## src/rtl/block_pe_elastic.sv

```systemverilog
// Elastic processing element: N valid/ready inputs, operand crossbar, ALU with accumulate, output FIFO.
// Optional macro BLOCK_PE_SAT_EN: signed saturation for ADD/SUB/ACC plus a sat_flag output.
module block_pe_elastic #(
  parameter int DATA_W    = 32,
  parameter int NUM_IN    = 4,
  parameter int OUT_DEPTH = 2,
  parameter int SEL_W     = $clog2(NUM_IN + 2),
  parameter int CFG_W     = 4 + 2 * SEL_W + DATA_W
) (
  input  logic                     clk,
  input  logic                     reset,
  input  logic                     config_en,
  input  logic                     config_in,
  output logic                     config_out,
  input  logic [NUM_IN*DATA_W-1:0] in_data,
  input  logic [NUM_IN-1:0]        in_valid,
  output logic [NUM_IN-1:0]        in_ready,
  output logic [DATA_W-1:0]        out_data,
  output logic                     out_valid,
  input  logic                     out_ready
`ifdef BLOCK_PE_SAT_EN
  ,
  output logic                     sat_flag
`endif
);

  typedef enum logic [3:0] {
    OP_ADD  = 4'd0,
    OP_SUB  = 4'd1,
    OP_AND  = 4'd2,
    OP_OR   = 4'd3,
    OP_XOR  = 4'd4,
    OP_SHL  = 4'd5,
    OP_SHR  = 4'd6,
    OP_MUL  = 4'd7,
    OP_PASS = 4'd8,
    OP_ACC  = 4'd9,
    OP_MIN  = 4'd10,
    OP_MAX  = 4'd11
  } op_e;

  localparam int PTR_W = $clog2(OUT_DEPTH);
  localparam int CNT_W = PTR_W + 1;

  logic [CFG_W-1:0]  cfg;
  op_e               op;
  logic [SEL_W-1:0]  sel_a, sel_b;
  logic [DATA_W-1:0] cfg_const;
  logic [DATA_W-1:0] fb_reg;
  logic [DATA_W-1:0] a_val, b_val, result;
  logic              a_ok, b_ok, uses_b, is_nop, fire, sat;
  logic [DATA_W-1:0] mem [OUT_DEPTH];
  logic [PTR_W-1:0]  wr_ptr, rd_ptr;
  logic [CNT_W-1:0]  count;
  logic              full, push, pop;

  assign op         = op_e'(cfg[3:0]);
  assign sel_a      = cfg[4 +: SEL_W];
  assign sel_b      = cfg[4 + SEL_W +: SEL_W];
  assign cfg_const  = cfg[CFG_W-1 -: DATA_W];
  assign config_out = cfg[0];

  // Operand crossbar; codes past the feedback slot read as zero and never wait on a valid.
  always_comb begin
    a_val = '0;
    b_val = '0;
    a_ok  = 1'b1;
    b_ok  = 1'b1;
    for (int i = 0; i < NUM_IN; i++) begin
      if (sel_a == SEL_W'(i)) begin
        a_val = in_data[i*DATA_W +: DATA_W];
        a_ok  = in_valid[i];
      end
      if (sel_b == SEL_W'(i)) begin
        b_val = in_data[i*DATA_W +: DATA_W];
        b_ok  = in_valid[i];
      end
    end
    if (sel_a == SEL_W'(NUM_IN)) a_val = cfg_const;
    else if (sel_a == SEL_W'(NUM_IN + 1)) a_val = fb_reg;
    if (sel_b == SEL_W'(NUM_IN)) b_val = cfg_const;
    else if (sel_b == SEL_W'(NUM_IN + 1)) b_val = fb_reg;
  end

  assign is_nop = (cfg[3:2] == 2'b11);
  assign uses_b = !is_nop && (op != OP_PASS) && (op != OP_ACC);

  always_comb begin
    result = '0;
    sat    = 1'b0;
    case (op)
      OP_ADD:  result = a_val + b_val;
      OP_SUB:  result = a_val - b_val;
      OP_AND:  result = a_val & b_val;
      OP_OR:   result = a_val | b_val;
      OP_XOR:  result = a_val ^ b_val;
      OP_SHL:  result = a_val << b_val[4:0];
      OP_SHR:  result = a_val >> b_val[4:0];
      OP_MUL:  result = a_val * b_val;
      OP_PASS: result = a_val;
      OP_ACC:  result = fb_reg + a_val;
      OP_MIN:  result = (a_val < b_val) ? a_val : b_val;
      OP_MAX:  result = (a_val > b_val) ? a_val : b_val;
      default: result = '0;
    endcase
`ifdef BLOCK_PE_SAT_EN
    // Signed overflow: the sign of the raw result disagrees with what the operand signs allow.
    if (op == OP_ADD && a_val[DATA_W-1] == b_val[DATA_W-1] && result[DATA_W-1] != a_val[DATA_W-1]) begin
      sat    = 1'b1;
      result = a_val[DATA_W-1] ? {1'b1, {(DATA_W-1){1'b0}}} : {1'b0, {(DATA_W-1){1'b1}}};
    end else if (op == OP_SUB && a_val[DATA_W-1] != b_val[DATA_W-1] && result[DATA_W-1] != a_val[DATA_W-1]) begin
      sat    = 1'b1;
      result = a_val[DATA_W-1] ? {1'b1, {(DATA_W-1){1'b0}}} : {1'b0, {(DATA_W-1){1'b1}}};
    end else if (op == OP_ACC && fb_reg[DATA_W-1] == a_val[DATA_W-1] && result[DATA_W-1] != fb_reg[DATA_W-1]) begin
      sat    = 1'b1;
      result = fb_reg[DATA_W-1] ? {1'b1, {(DATA_W-1){1'b0}}} : {1'b0, {(DATA_W-1){1'b1}}};
    end
`endif
  end

  assign full      = (count == CNT_W'(OUT_DEPTH));
  assign out_valid = (count != '0);
  assign out_data  = mem[rd_ptr];
  assign pop       = out_valid && out_ready;
  assign fire      = !reset && !config_en && !is_nop && (!full || out_ready) && a_ok && (!uses_b || b_ok);
  assign push      = fire;

  always_comb begin
    in_ready = '0;
    for (int i = 0; i < NUM_IN; i++)
      in_ready[i] = fire && ((sel_a == SEL_W'(i)) || (uses_b && (sel_b == SEL_W'(i))));
  end

  always_ff @(posedge clk) begin
    if (reset) begin
      cfg    <= '0;
      fb_reg <= '0;
      wr_ptr <= '0;
      rd_ptr <= '0;
      count  <= '0;
    end else begin
      if (config_en) cfg <= {config_in, cfg[CFG_W-1:1]};
      if (push) begin
        wr_ptr <= wr_ptr + 1'b1;
        fb_reg <= result;
      end
      if (pop) rd_ptr <= rd_ptr + 1'b1;
      if (push && !pop) count <= count + 1'b1;
      else if (pop && !push) count <= count - 1'b1;
    end
  end

  always_ff @(posedge clk) begin
    if (push) mem[wr_ptr] <= result;
  end

`ifdef BLOCK_PE_SAT_EN
  always_ff @(posedge clk) begin
    if (reset) sat_flag <= 1'b0;
    else sat_flag <= push && sat;
  end
`endif

endmodule

```

## config.mk

```make
export PLATFORM = sky130hd
export DESIGN_NAME = block_pe_elastic
export DESIGN_NICKNAME = d
export VERILOG_FILES = /design/src/rtl/block_pe_elastic.sv
export SDC_FILE = /design/constraint.sdc
export NUM_CORES = 2
export LEC_CHECK = 0
export CORE_MARGIN = 10
export CORE_UTILIZATION = 35
export DETAILED_ROUTE_END_ITERATION = 12
export PLACE_DENSITY = 0.57
export SLEW_MARGIN = 20
export SYNTH_ARGS = -nofsm -noshare
export SYNTH_HDL_FRONTEND = slang
export SYNTH_SLANG_ARGS = --single-unit
```

## constraint.sdc

```tcl
create_clock -name clk -period 12.8 [get_ports clk]
set_clock_uncertainty 0.15 [all_clocks]
set_input_delay 3.84 -clock clk [delete_from_list [all_inputs] [get_ports clk]]
set_output_delay 3.84 -clock clk [all_outputs]
set_load 0.01 [all_outputs]
```

* After elaboration in Yosys (flattened, before gate mapping)
Memory sizes are Yosys's and may differ from the RTL's. A register that Yosys moved wholly into a read port is not among the register bits.
Cells that the tools add are included.
** Cells by class
- Add/sub/neg operators :: 7
- Multipliers :: 1
- Magnitude comparators :: 2
- Equality and inequality tests :: 25
- Shift-type cells :: 2
- Multiplexer cells :: 29
- Bitwise logic cells :: 3
- Reduce and logical (&&, ||, !) cells :: 36
** Operators by type and width (count)
- $mux W32 :: 14
- $pmux W32 S12 :: 1
- $add A32 B32 Y32 :: 2
- $and A32 B32 Y32 :: 1
- $gt A32 B32 Y1 :: 1
- $lt A32 B32 Y1 :: 1
- $mul A32 B32 Y32 :: 1
- $or A32 B32 Y32 :: 1
- $shl A32 B5 Y32 :: 1
- $shr A32 B5 Y32 :: 1
- $sub A32 B32 Y32 :: 1
- $xor A32 B32 Y32 :: 1
- $logic_and A1 B1 Y1 :: 18
- $eq A4 B3 Y1 const B :: 4
- $eq A4 B4 Y1 const B :: 4
- $eq A3 B2 Y1 const B :: 4
- $eq A3 B3 Y1 const B :: 4
- $mux W1 :: 12
- $eq A4 B2 Y1 const B :: 2
- $ne A4 B4 Y1 const B :: 2
- $logic_not A1 Y1 :: 7
- $eq A3 B1 Y1 const B :: 2
- $logic_not A3 Y1 :: 2
- $logic_or A1 B1 Y1 :: 6
- other kinds (8) :: 12
** Storage, ports and cells
- Flip-flop bits (word level) :: 78
- Memory bits (writable) :: 64
- Input bits :: 137
- Output and inout port bits :: 38
- Word-level logic and storage cells :: 111
- Memories :: 1
** Memories
- mem :: depth 2, width 32, read ports 1, clocked after Yosys merged registers in 1, write ports 1, line 52 : logic [DATA_W-1:0] mem [OUT_DEPTH];

* Longest topological paths before layout
- Word-level depth :: 11
- Depth in mapped cells :: 39
- Depth with buffers taken out :: 32

* Worst setup path after synthesis
No wires, ideal clock.
- Kind :: input -> register
- From :: input in_data[98]
- To :: register fb_reg[23]
- Library setup time :: 115 ps
- Arrival time :: 12289 ps
- Required time :: 12535 ps
- Path slack :: 246 ps
- Stages on the path :: 34
- Buffers on the path :: 5
- Path through :: a22o_1 -> a221o_1 -> inv_2 -> buf_1 -> clkbuf_1 -> buf_1 -> buf_1 -> nor2_1 -> fa_1 -> inv_1 -> fa_1 -> fa_1 -> fa_1 -> inv_1 -> fa_1 -> inv_1 -> fa_1 -> inv_1 -> fa_1 -> fa_1 -> ha_1 -> clkbuf_1 -> o21a_1 -> o21bai_1 -> or4_1 -> a31oi_1 -> nor3_1 -> xnor2_1 -> o21ai_0 -> a31oi_1 -> o211ai_1 -> a221oi_1 -> o211ai_1 -> o21a_1
** On the way
- Word-level cells in the longest chain between the ends :: 6
- Elaborated cells between the ends (all ways) :: 17
- Those cells by class :: add/sub: 3; mul: 1; order compare: 2; shift: 2; mux: 9
** Ends and longest elaborated chain
- from (decl) :: line 15 : input logic [NUM_IN*DATA_W-1:0] in_data,
- parallel branches: the longest is 5 deep, another holds $mul A32 B32 Y32
- $pmux W32 S12 * :: line 91 : case (op)
- net result[23] :: line 50 : logic [DATA_W-1:0] a_val, b_val, result;
- to (signal assigned) :: line 145 : fb_reg <= result;
- to (decl) :: line 49 : logic [DATA_W-1:0] fb_reg;
Mark *: on every way through the listed nets, which the timed path passes.
A chain may end at the register's enable or synchronous reset.

* Worst setup path after layout
- From :: input in_data[79]
- To :: register fb_reg[23]
** On the way
- Word-level cells in the longest chain between the ends :: 7
- Elaborated cells between the ends (all ways) :: 19
- Those cells by class :: add/sub: 3; mul: 1; order compare: 2; shift: 2; mux: 11
** Ends and longest elaborated chain (line)
- parallel branches: the longest is 6 deep, another holds $mul A32 B32 Y32
- $pmux W32 S12 * :: 91
- net result[23] :: 50
Marked as above.

==> report_table.html <==
<table>
<tr><th>Metric</th><th>Value</th></tr>
<tr><th colspan="2">Run status</th></tr>
<tr><td>Result of the run</td><td>finished clean</td></tr>
<tr><th colspan="2">Worst setup path</th></tr>
<tr><td>Launch point of the critical path</td><td>in_data[79]</td></tr>
<tr><td>Critical Path Source Type</td><td>input pin</td></tr>
<tr><td>Cell repeated most along the worst path</td><td>sky130_fd_sc_hd__fa_1</td></tr>
<tr><td>Startpoint-to-endpoint class of the critical path</td><td>in -&gt; reg</td></tr>
<tr><td>Crit. End Element</td><td>flop</td></tr>
<tr><td>CP peak stage delay</td><td>560 ps</td></tr>
<tr><td>Arr. time, crit path</td><td>12740 ps</td></tr>
<tr><td>Reg-to-Reg Start</td><td>cfg[8]</td></tr>
<tr><td>Max stage delay cell, worst path</td><td>sky130_fd_sc_hd__fa_1</td></tr>
<tr><td>Req. time, crit path</td><td>12980 ps</td></tr>
<tr><td>Maximum fanout count along the critical path</td><td>8</td></tr>
<tr><th colspan="2">Yosys</th></tr>
<tr><td>Register area share after synthesis</td><td>a little over a tenth</td></tr>
<tr><td>Mapped Nets</td><td>4751</td></tr>
<tr><td>Combined area of all synthesized cells</td><td>0.0330 mm²</td></tr>
<tr><td>Number of cells produced by synthesis</td><td>around 4000</td></tr>
<tr><td>Count of different cell masters after synthesis</td><td>approximately 110</td></tr>
<tr><td>Synthesis Warnings</td><td>0</td></tr>
<tr><td>Share of async-settable or async-resettable flops after synthesis</td><td>0%</td></tr>
<tr><td>Average footprint of a synthesized cell</td><td>8.35 µm²</td></tr>
<tr><td>Predominant post-synthesis flop cell</td><td>sky130_fd_sc_hd__dfxtp_1</td></tr>
<tr><td>Number of flops mapped to enable cells by yosys</td><td>64</td></tr>
<tr><td>Register bit total from synthesis</td><td>143</td></tr>
<tr><th colspan="2">STA</th></tr>
<tr><td>Final number of max-transition violations</td><td>0</td></tr>
<tr><td>Final count of hold timing violations</td><td>0</td></tr>
<tr><td>Final setup fails</td><td>0</td></tr>
<tr><td>Final worst-path cycle share</td><td>98.1%</td></tr>
<tr><td>Slew at the pin closest to its max-slew limit</td><td>1160 ps</td></tr>
<tr><td>Max Freq</td><td>approximately 80 MHz</td></tr>
<tr><td>Total Negative Setup Slacks</td><td>0 ps</td></tr>
<tr><td>Slew margin rel.</td><td>21.9%</td></tr>
<tr><td>Final Critical Period</td><td>12560 ps</td></tr>
<tr><th colspan="2">Global route</th></tr>
<tr><td>Antenna violations before repair</td><td>8</td></tr>
<tr><td>Global-route wire length before repair</td><td>242000 µm</td></tr>
<tr><td>Met3 Use GR</td><td>6.63%</td></tr>
<tr><td>Number of global-route vias before repair</td><td>32100</td></tr>
<tr><td>Leftover overflow at the end of global routing</td><td>0</td></tr>
<tr><td>Combined global-route utilization of all metal layers</td><td>31.2%</td></tr>
<tr><td>Pin count of the biggest net entering global routing</td><td>80</td></tr>
<tr><td>GRT Max-Usage Layer</td><td>met2</td></tr>
<tr><td>Met2 track demand over resource in global routing</td><td>between 40% and 50%</td></tr>
<tr><td>Grt met1 use</td><td>43.1%</td></tr>
<tr><th colspan="2">Cells and area</th></tr>
<tr><td>Flip-flop count of the largest register, all copies and words added</td><td>64</td></tr>
<tr><td>Commonest non-fill, non-tap cell in the layout</td><td>sky130_fd_sc_hd__nor2_1</td></tr>
<tr><td>Filler instances</td><td>about 9600</td></tr>
<tr><td>Layout Cells excl Fill</td><td>5522</td></tr>
<tr><td>Fraction of final layout cells with drive strength greater than 1</td><td>13.4%</td></tr>
<tr><td>Area growth from synthesis to layout</td><td>17.4%</td></tr>
<tr><td>Top library cells by usage in the layout, fill and taps aside</td><td>649 x sky130_fd_sc_hd__nor2_1, 476 x sky130_fd_sc_hd__inv_1, 410 x sky130_fd_sc_hd__fa_1, 328 x sky130_fd_sc_hd__buf_4, 325 x sky130_fd_sc_hd__nand2_1</td></tr>
<tr><td>Net count reported at finish</td><td>5049</td></tr>
<tr><th colspan="2">Detailed routing</th></tr>
<tr><td>Total via count after detailed routing</td><td>32200</td></tr>
<tr><td>1st-pass router iterations</td><td>8</td></tr>
<tr><td>Number of vias per cell</td><td>5.83</td></tr>
<tr><td>Wire per inst</td><td>about 31 µm</td></tr>
<tr><td>Drc violations</td><td>0</td></tr>
<tr><td>Remaining antenna violation count after routing</td><td>0</td></tr>
<tr><td>Total routed wirelength</td><td>170000 µm</td></tr>
<tr><td>Initial DRC Count</td><td>around 3900</td></tr>
<tr><th colspan="2">Hold path</th></tr>
<tr><td>Hold Crit Start</td><td>rd_ptr</td></tr>
<tr><td>Worst min path class</td><td>reg -&gt; reg</td></tr>
<tr><th colspan="2">Placement</th></tr>
<tr><td>Final Wtd Congestion</td><td>around 1.1</td></tr>
<tr><td>Placed Cells incl. Taps</td><td>5485</td></tr>
<tr><td>Post-DP HPWL</td><td>~140000 µm</td></tr>
<tr><td>Number of buffer cells added on primary ports</td><td>174</td></tr>
<tr><th colspan="2">Flow run</th></tr>
<tr><td>Number of maximum-capacitance violations</td><td>0</td></tr>
<tr><th colspan="2">Floorplan</th></tr>
<tr><td>Core box area</td><td>0.0935 mm²</td></tr>
<tr><td>Width of the die</td><td>approximately 330 µm</td></tr>
<tr><td>Height of the die</td><td>approximately 330 µm</td></tr>
<tr><td>I/O pin total</td><td>about 180</td></tr>
<tr><td>Standard-cell rows</td><td>112</td></tr>
<tr><td>Die footprint</td><td>0.107 mm²</td></tr>
<tr><td>Starting utilization of the core area</td><td>a little over a third</td></tr>
<tr><th colspan="2">Clock tree</th></tr>
<tr><td>CTS clk-pin slew, worst paths</td><td>around 80 ps</td></tr>
<tr><td>CTS H-Tree Depth</td><td>4</td></tr>
<tr><td>Clock tree root driver cell</td><td>sky130_fd_sc_hd__clkbuf_16</td></tr>
<tr><td>Sink count of the clock tree</td><td>around 140</td></tr>
<tr><td>Number of buffers created by CTS</td><td>17</td></tr>
<tr><td>Clock tree from TritonCTS</td><td>done</td></tr>
<tr><td>Post-CTS setup buffer count</td><td>0</td></tr>
<tr><td>CTS Hold Bufs</td><td>0</td></tr>
<tr><td>Buffers from clock root to sink, at most</td><td>2</td></tr>
<tr><td>Clk_lat worst skew</td><td>440 ps</td></tr>
<tr><td>Post-CTS resize count</td><td>0</td></tr>
</table>
[critical path, delay by kind of cell]
kind	cells	cell delay [ps]
AOI/OAI and AO/OA	9	1500
xor gates and xnor gates	1	200
adders and majority gates	9	4320
buffers and inverters	9	1500
muxes	1	150
and+or+nand+nor	5	1190
[path summary, 6_finish.rpt]
| check | slack [ps] | endpoint | cells past startpoint |
|---|---|---|---|
| max | 240 | fb_reg[23] | 34 |
| min | 370 | flop | 2 |
| max reg2reg | 2700 | fb_reg[23] | 34 |
| min reg2reg | 370 | flop | 2 |
[cell families after synthesis]
group                    after synthesis  share of synthesized area, %
AO/OA/AOI/OAI                        736                          15.7
multiplexers                         332                          10.8
XOR/XNOR                             133                          3.68
buffers and inverters                750                          9.35
flip-flops                           143                          10.6
adder cells (fa/ha/maj)              662                          34.4
AND/OR/NAND/NOR                     1196                          15.4
[metrics by stage]
step | worst slack, ps | area, µm² | hold WS, ps | utilization [%]
final | 240 | 38800 | 374 | 41.5
after detailed placement | -254 | 38100 | 355 | 40.8
after global placement | -177 | 38100 | 336 | 40.8
after CTS | 168 | 38700 | 373 | 41.4
after global routing | -5.07 | 38800 | 431 | 41.5
after floorplan | 246 | 33000 | 317 | -
[routing by layer]
| metal | up-vias | wire (µm) |
|---|---|---|
| met5 | - | 30 |
| met4 | 4 | 9620 |
| met3 | 372 | 17000 |
| met2 | 1852 | 71500 |
| met1 | 16100 | 72000 |
| li1 | 13800 | - |
[final cells by class]
cell class / count / area (µm²) / share of cell area, %
antenna: 5 / 12.5 / 0.0323
multi-input combinational: 3059 / 26500 / 68.4
tap: 1254 / 1570 / 4.05
clock inverter: 15 / 180 / 0.465
clock buffer: 17 / 425 / 1.10
sequential: 143 / 3510 / 9.06
timing repair buffer: 525 / 4650 / 12.0
inverter: 504 / 1900 / 4.89
[cells in the mapped netlist (all sizes together), types with 21 or more instances]
cell      n  area share, %
nor2    655            7.5
inv     495            5.6
fa      410             25
nand2   328            3.7
ha      252            9.6
mux2i   248            7.5
a21oi   181            2.8
clkbuf  130            1.5
buf     116            2.1
o21ai   113            1.7
xnor2    95            2.5
dfxtp    79            4.8
mux2     71            2.4
edfxtp   64            5.8
nor3     52           0.95
o211ai   50            1.1
a211oi   39           0.90
a22oi    39            1.0
o221ai   36            1.1
a21o     35           0.80
xor2     35           0.93
o22ai    32           0.61
a221oi   29           0.88
o21a     28           0.64
nand3    27           0.42
or3      27           0.54
a31oi    21           0.44
Power is left out: the tool's default activity adds up to more than one toggle a clock period on the data nets, which glitch-free logic cannot reach.
